===== src/rtl/bch_bm_arbiter_pkg.sv =====
// ============================================================================
// Module : bch_bm_arbiter_pkg
// Brief  : Code parameters, FSM state and lane tag types shared by the
//          Berlekamp-Massey engine arbiter (t=10 over GF(2^7)).
// Rev    : 1.0  initial release
// ============================================================================
`timescale 1ns/1ps
`default_nettype none

package bch_bm_arbiter_pkg;

  localparam int c_GF_M   = 7;
  localparam int c_DATA_W = c_GF_M;
  localparam int c_T      = 10;
  localparam int c_T2     = 2 * c_T;
  localparam int c_SYN_W  = c_T2 * c_DATA_W;
  localparam int c_POLY_W = (c_T + 1) * c_DATA_W;

  typedef logic [c_DATA_W-1:0] data_t;
  typedef logic                tag_t;

  typedef enum logic [1:0] {
    S_IDLE  = 2'd0,
    S_START = 2'd1,
    S_WAIT  = 2'd2,
    S_DONE  = 2'd3
  } arb_state_t;

endpackage

`default_nettype wire


===== src/rtl/bch_bm_arb_rr.sv =====
// ============================================================================
// Module : bch_bm_arb_rr
// Brief  : Two-way round-robin grant; when both lanes request, the lane that
//          was not served last wins. Pointer resets to favour lane 0.
// Rev    : 1.0  initial release
// ============================================================================
`timescale 1ns/1ps
`default_nettype none

module bch_bm_arb_rr
  import bch_bm_arbiter_pkg::*;
(
  input  logic       clk,
  input  logic       rst_n,
  input  logic       i_clkena,
  input  logic [1:0] i_req,
  input  logic       i_update,
  input  tag_t       i_served,
  output logic       o_any,
  output tag_t       o_grant
);

  tag_t r_last;

  always_ff @(posedge clk or negedge rst_n) begin
    if (!rst_n) begin
      r_last <= 1'b1;
    end else if (i_clkena && i_update) begin
      r_last <= i_served;
    end
  end

  always_comb begin
    o_any   = |i_req;
    o_grant = 1'b0;
    if (i_req == 2'b11) begin
      o_grant = ~r_last;
    end else if (i_req[1]) begin
      o_grant = 1'b1;
    end
  end

endmodule

`default_nettype wire


===== src/rtl/bch_bm_arbiter.sv =====
// ============================================================================
// Module : bch_bm_arbiter
// Brief  : Shares one Berlekamp-Massey engine between two syndrome lanes with
//          per-lane frame buffers, round-robin grant, tagged result and a
//          watchdog that flushes a silent engine.
//          Optional macro BCH_BM_ARB_STAT_EN adds per-lane decfail counters.
// Rev    : 1.0  initial release
// ============================================================================
`timescale 1ns/1ps
`default_nettype none

module bch_bm_arbiter
  import bch_bm_arbiter_pkg::*;
#(
  parameter int TIMEOUT = 256,
  parameter int CNT_W   = 16
) (
  input  logic                iclk,
  input  logic                ireset,
  input  logic                iclkena,
  input  logic [1:0]          isyndrome_val,
  input  logic [c_SYN_W-1:0]  isyndrome0,
  input  logic [c_SYN_W-1:0]  isyndrome1,
  output logic [1:0]          ordy,
  output logic                oeng_syn_val,
  output logic [c_SYN_W-1:0]  oeng_syndrome,
  output logic                oeng_flush,
  input  logic                ieng_poly_val,
  input  logic [c_POLY_W-1:0] ieng_poly,
  input  data_t               ieng_poly_deg,
  input  logic                ieng_decfail,
  output logic                oloc_poly_val,
  output logic [c_POLY_W-1:0] oloc_poly,
  output data_t               oloc_poly_deg,
  output logic                oloc_decfail,
  output logic                otag,
  output logic                otimeout
`ifdef BCH_BM_ARB_STAT_EN
  ,
  output logic [CNT_W-1:0]    odecfail_cnt0,
  output logic [CNT_W-1:0]    odecfail_cnt1
`endif
);

  localparam int                 c_WD_W    = (TIMEOUT > 2) ? $clog2(TIMEOUT) : 1;
  localparam logic [c_WD_W-1:0]  c_WD_LAST = c_WD_W'(TIMEOUT - 1);

  arb_state_t          r_state;
  arb_state_t          w_next;
  logic [1:0]          r_full;
  logic [c_SYN_W-1:0]  r_buf0;
  logic [c_SYN_W-1:0]  r_buf1;
  logic [c_SYN_W-1:0]  r_eng_syn;
  tag_t                r_grant;
  logic [c_WD_W-1:0]   r_wd;
  logic [c_POLY_W-1:0] r_loc_poly;
  data_t               r_loc_deg;
  logic                r_loc_decfail;
  tag_t                r_tag;
  logic                r_timeout;

  logic       w_start;
  logic       w_wait;
  logic       w_done;
  logic       w_flush;
  logic       w_wd_expired;
  logic       w_any;
  tag_t       w_grant;
  logic [1:0] w_take;
  logic [1:0] w_free;

  bch_bm_arb_rr u_rr (
    .clk      (iclk),
    .rst_n    (ireset),
    .i_clkena (iclkena),
    .i_req    (r_full),
    .i_update (w_done),
    .i_served (r_grant),
    .o_any    (w_any),
    .o_grant  (w_grant)
  );

  assign w_wd_expired = (r_wd == c_WD_LAST);

  always_ff @(posedge iclk or negedge ireset) begin
    if (!ireset) begin
      r_state <= S_IDLE;
    end else if (iclkena) begin
      r_state <= w_next;
    end
  end

  // An engine answer in the expiry cycle is taken as a real result.
  always_comb begin
    w_next  = r_state;
    w_start = 1'b0;
    w_wait  = 1'b0;
    w_done  = 1'b0;
    w_flush = 1'b0;
    case (r_state)
      S_IDLE: begin
        if (w_any) w_next = S_START;
      end
      S_START: begin
        w_start = 1'b1;
        w_next  = S_WAIT;
      end
      S_WAIT: begin
        w_wait = 1'b1;
        if (ieng_poly_val) begin
          w_next = S_DONE;
        end else if (w_wd_expired) begin
          w_flush = 1'b1;
          w_next  = S_DONE;
        end
      end
      S_DONE: begin
        w_done = 1'b1;
        w_next = S_IDLE;
      end
      default: w_next = S_IDLE;
    endcase
  end

  assign w_take = isyndrome_val & ~r_full;
  assign w_free = {w_done & r_grant, w_done & ~r_grant};

  always_ff @(posedge iclk or negedge ireset) begin
    if (!ireset) begin
      r_full <= 2'b00;
      r_buf0 <= '0;
      r_buf1 <= '0;
    end else if (iclkena) begin
      r_full <= (r_full | w_take) & ~w_free;
      if (w_take[0]) r_buf0 <= isyndrome0;
      if (w_take[1]) r_buf1 <= isyndrome1;
    end
  end

  always_ff @(posedge iclk or negedge ireset) begin
    if (!ireset) begin
      r_grant   <= 1'b0;
      r_eng_syn <= '0;
      r_wd      <= '0;
    end else if (iclkena) begin
      if (r_state == S_IDLE && w_any) begin
        r_grant   <= w_grant;
        r_eng_syn <= w_grant ? r_buf1 : r_buf0;
      end
      if (w_start) begin
        r_wd <= '0;
      end else if (w_wait && !w_wd_expired) begin
        r_wd <= r_wd + 1'b1;
      end
    end
  end

  always_ff @(posedge iclk or negedge ireset) begin
    if (!ireset) begin
      r_loc_poly    <= '0;
      r_loc_deg     <= '0;
      r_loc_decfail <= 1'b0;
      r_tag         <= 1'b0;
      r_timeout     <= 1'b0;
    end else if (iclkena) begin
      if (w_wait && ieng_poly_val) begin
        r_loc_poly    <= ieng_poly;
        r_loc_deg     <= ieng_poly_deg;
        r_loc_decfail <= ieng_decfail;
        r_tag         <= r_grant;
        r_timeout     <= 1'b0;
      end else if (w_flush) begin
        r_loc_poly    <= '0;
        r_loc_deg     <= '0;
        r_loc_decfail <= 1'b1;
        r_tag         <= r_grant;
        r_timeout     <= 1'b1;
      end
    end
  end

`ifdef BCH_BM_ARB_STAT_EN
  logic [CNT_W-1:0] r_cnt0;
  logic [CNT_W-1:0] r_cnt1;

  always_ff @(posedge iclk or negedge ireset) begin
    if (!ireset) begin
      r_cnt0 <= '0;
      r_cnt1 <= '0;
    end else if (iclkena && w_done && r_loc_decfail) begin
      if (r_tag) begin
        if (r_cnt1 != '1) r_cnt1 <= r_cnt1 + 1'b1;
      end else begin
        if (r_cnt0 != '1) r_cnt0 <= r_cnt0 + 1'b1;
      end
    end
  end

  assign odecfail_cnt0 = r_cnt0;
  assign odecfail_cnt1 = r_cnt1;
`endif

  assign ordy          = ~r_full;
  assign oeng_syn_val  = w_start;
  assign oeng_syndrome = r_eng_syn;
  assign oeng_flush    = w_flush;
  assign oloc_poly_val = w_done;
  assign oloc_poly     = r_loc_poly;
  assign oloc_poly_deg = r_loc_deg;
  assign oloc_decfail  = r_loc_decfail;
  assign otag          = r_tag;
  assign otimeout      = w_done & r_timeout;

endmodule

`default_nettype wire


===== config.mk =====
export PLATFORM = sky130hd
export DESIGN_NAME = bch_bm_arbiter
export DESIGN_NICKNAME = d
export VERILOG_FILES = /design/src/rtl/bch_bm_arbiter_pkg.sv /design/src/rtl/bch_bm_arb_rr.sv /design/src/rtl/bch_bm_arbiter.sv
export SDC_FILE = /design/constraint.sdc
export NUM_CORES = 1
export LEC_CHECK = 0
export ABC_AREA = 1
export BUFFER_PORTS_ARGS = -buffer_cell sky130_fd_sc_hd__buf_2
export CAP_MARGIN = 20
export CORE_MARGIN = 2
export CORE_UTILIZATION = 30
export CTS_CLUSTER_SIZE = 24
export DETAILED_ROUTE_END_ITERATION = 16
export MAX_ROUTING_LAYER = met4
export SLEW_MARGIN = 10
export SYNTH_ARGS = -nofsm -noshare
export SYNTH_HDL_FRONTEND = slang
export SYNTH_HIERARCHICAL = 1
export SYNTH_SLANG_ARGS = --single-unit

===== constraint.sdc =====
create_clock -name iclk -period 4.02 [get_ports iclk]
set_clock_uncertainty 0.1 [all_clocks]
set_input_delay 0.603 -clock iclk [delete_from_list [all_inputs] [get_ports iclk]]
set_output_delay 0.603 -clock iclk [all_outputs]
set_load 0.01 [all_outputs]

## After elaboration in Yosys (flattened, before gate mapping)

Index checks and enable logic that the tools add are counted.

| operators by class | value |
|---|---|
| add/subtract/negate cells | 1 |
| equal/unequal tests | 7 |
| muxes and demuxes | 24 |
| bitwise logic cells | 10 |
| reductions and logical operators | 15 |

Operator list:

| cell | number |
|---|---|
| $mux 77 | 2 |
| $mux 140 | 1 |
| $mux 8 | 2 |
| $mux 7 | 2 |
| $mux 1 | 13 |
| $reduce_and 2->1 | 5 |
| $add 8x1->8 const B | 1 |
| $eq 8x8->1 const B | 1 |
| $pmux 2 s4 | 1 |
| $eq 2x2->1 const B | 3 |
| $mux 2 | 3 |
| $and 2x2->2 | 2 |
| $logic_and 1x1->1 | 4 |
| $not 2->2 | 2 |
| $reduce_bool 2->1 | 2 |
| $and 1x1->1 | 3 |
| $ne 3x3->1 const B | 1 |
| $reduce_and 3->1 | 1 |
| $eq 2x1->1 const B | 1 |
| $logic_not 2->1 | 1 |
| $ne 2x2->1 const B | 1 |
| $not 1->1 | 2 |
| $or 2x2->2 | 1 |
| $reduce_or 2->1 | 1 |
| $logic_not 1->1 | 1 |

| storage, ports and cells | value |
|---|---|
| flip-flop bits (word level) | 521 |
| input port bits | 371 |
| logic and storage cells | 70 |

## Depth between registers and ports, before layout

| logic depth | value |
|---|---|
| depth in word-level cells | 6 |
| mapped depth | 10 |
| depth with buffers taken out | 9 |

## Cells and area by module

The synthesis kept the hierarchy.

By module, submodules not included:

| module | instances | cells each | area an instance (um2) | seq. area each (um2) |
|---|---|---|---|---|
| bch_bm_arbiter | 1 | 2,056 | 20,880.0 | 13,012.5 |
| bch_bm_arb_rr | 1 | 7 | 56.3 | 26.3 |

## Worst setup path after synthesis

No wires, ideal clock.

| path | value |
|---|---|
| path kind | flip-flop to output port |
| start point | register r_state[0] |
| end point | output port oeng_flush |
| data arrival time | 1.157 ns |
| data required time | 3.317 ns |
| slack | 2.160 ns |
| cell stages (with the launch flop) | 5 |
| cells stage by stage | dfrtp_1 inv_1 ha_1 inv_1 nor3_1 |

| between the ends | value |
|---|---|
| longest elaborated chain between the ends | 2 |

Ends and longest elaborated chain:

| what | line | source |
|---|---|---|
| start: declaration | bch_bm_arbiter.sv:48 | `arb_state_t r_state;` |
| start signal: assignment | bch_bm_arbiter.sv:89 | `r_state <= w_next;` |
| $eq 2x2->1 | bch_bm_arbiter.sv:100 | `case (r_state)` |
| $mux 1 | bch_bm_arbiter.sv:100 |  |
| end: declaration | bch_bm_arbiter.sv:27 | `output logic oeng_flush,` |

No other way between the ends.

## Final worst setup path

Ends and elaborated chain as after synthesis.

==> reports/metrics.csv <==
metric,value,unit
status,"complete, no violations",
io_buffers,602,
critical_path.max_fanout,6,
drt-pass1-iter-count,5,
period_needed,2.66,ns
rows,96,
drtIter0Drc,1061,
p_sw_share,35.0,%
clock_path_buffers,3,
drt-total-wl,58700,µm
grt_pass1_vias,16000,
fin_nets,3007,
drive_gt1_share,34.2,%
synth.yosys.seq_area_share,62.3,%
start_util,30.4,%
num_vias,15900,
cp.required,3.32,ns
worst_pin_slew,0.965,ns
synth_top_area_share,62.2,%
cts_setup_buffers,0,
syn_nets,2440,
cts_root_buffer,clkbuf_16,
p_switching,0.00765,W
synth_area,0.0209,mm²
critPathLaunchType,register,
rsz0062_at_grt,false,
htree_num_levels,2,
final_antenna_net_count,0,
io_pins,603,
die_w,268,µm
clock_latency,0.61,ns
hold_buffers,1,
numCtsBuffers,58,
n_fill_cell,6883,
power_frac_comb,33.4,%
cts_resized,0,
worstHoldPathType,input port to register,
hold_path_depth,3,
path_class,register to output pin,
cell_internal_pwr,0.0142,W
cap_violations,0,
syn_avg_cell_area,10.1,µm²
synth_enable_flop_cells,0,
peakVddDrop,457,µV
yosys_most_used_dff,dfrtp_1,
netlist_instances,2063,
powerDensity,807,mW/mm²
core_area,0.0688,mm²
synth_top_area_cell,dfrtp_1,
seqPwrFrac,41.1,%
antenna_found_initial,16,
worstSetupEndpointType,output pin,
synth.top_cells.by_area,"dfrtp_1, nand2_1, mux2_2",
die-area,0.0719,mm²
ys_warn_count,6,
grt_pass1_wl,91100,µm
hold_violations,0,
drc,0,
clkPwrFrac,25.5,%
cts.sinks,521,
synth.most_common_cell,nand2_1,
tritoncts,yes,
wl_per_cell,16.2,µm
async_flop_share,100,%
synth-seq-cells,521,
synthDistinctLibCells,25,
synthTopCellsByCount,"nand2_1, dfrtp_1, o21ai_0",
via_per_inst,4.40,
fmax,0.376,GHz
post-route-period-util,66.2,%
rrSetupSlack,1.53,ns
setup_tns,0,ns
critPathArrivalTime,1.96,ns
slew_headroom,35.7,%
die_height,268,µm
grt_max_degree,173,
total_power,0.0218,W
gr-usage-all-layers,16.5,%
setup_viol,0,
grt-ovfl-total,0,
routabilityCongestion,0.807,
clkTransAtPathRegs,0.06,ns
hpwl,40400,µm
fin_hold_ws,0.0885,ns
leakage,13.9,nW
r2r_cells,5,
maxSlewViolCount,0,
place_ws,1.51,ns
worst_slack,1.36,ns
synthToLayoutAreaGrowth,29.3,%
## metrics by stage
stage | std cells | area (µm²) | util [%]
finish | 3625 | 27100 | 39.3
global placement | 3500 | 25000 | 36.3
CTS | 3608 | 27000 | 39.3
global route | 3624 | 27100 | 39.3
floorplan | 2063 | 20900 | -
detailed placement | 3500 | 25000 | 36.3
## power by group through the flow
stage	sequential (W)	clock [W]	combinational, W
global placement	0.00899	0	0.00728
finish	0.00897	0.00557	0.00730
global route	0.00928	0.00597	0.00832
detailed placement	0.00904	0	0.00746
CTS	0.00898	0.00573	0.00746
floorplan	0.00933	0	0.00417
## final cells by class
type                    instances  area (µm²)  area share (%)
diodes                         17        42.5           0.157
clock buffers                  89        1760            6.50
clock inverters                18         275            1.02
inverters                     119         452            1.67
multi-input cells            1301        6930            25.6
flip-flops and latches        521       13000            48.2
well taps                     931        1160            4.30
repair buffers                629        3400            12.6
## sequential cells by signal (all words and copies together) (netlist names)
signal / cells
otag: 1
r_timeout: 1
r_grant: 1
r_buf1: 140
r_buf0: 140
r_full: 2
oeng_syndrome: 140
oloc_poly_deg: 7
r_state: 2
oloc_decfail: 1
r_wd: 8
u_rr/r_last: 1
oloc_poly: 77
## worst max-delay path: stages (launching register included)
cell and delay, ns:
dfrtp_1 0.41, inv_1 0.12, ha_1 0.28, inv_1 0.10, nor3_1 0.25, buf_2 0.20
## kinds of logic (layout without fill, tap and decap cells)
family,after synthesis,after routing,synth area share (%)
compound gates,345,345,8.79
xor+xnor,1,1,0.0418
fa+ha+maj,6,6,0.359
buf+inv,241,855,4.83
flops,521,521,62.3
mux,182,182,9.79
other cells,0,17,0
simple gates,767,767,13.9
## per-layer routing
| layer | vias to the layer above | wire, µm | GRT usage (%) |
|---|---|---|---|
| li1 | 7831 | - | - |
| met1 | 7634 | 24900 | 20.4 |
| met2 | 385 | 28400 | 26.5 |
| met3 | 91 | 3900 | 4.23 |
| met4 | 0 | 1510 | 5.25 |
| met5 | - | 0 | - |
## cells in the final DEF, fill, tap and decap left out, drive strengths merged, types with 2 or more instances in the layout
cell    Yosys  layout
mux2      182     182
nand2     553     553
bufinv      0       6
diode       0      17
clkinv      0       8
nor2      196     196
ha          6       6
nand3      13      13
inv       119     122
o21ai     201     201
o31ai      42      42
buf        72     628
clkbuf     50      89
or2         2       2
dfrtp     520     520
a21oi     100     100
## final timing paths
| check | startpoint | end |
|---|---|---|
| setup / recovery | r_state[0] | oeng_flush |
| hold / removal | ieng_poly[29] | oloc_poly[29] |
| setup reg to reg | r_state[0] | oeng_syndrome[133] |
| hold reg to reg | oloc_poly[38] | oloc_poly[38] |
| max in group asynchronous | ireset | oloc_poly[24] |
| min in group asynchronous | ireset | oeng_syndrome[20] |
No activity file was read; power rests on OpenSTA's default activity.
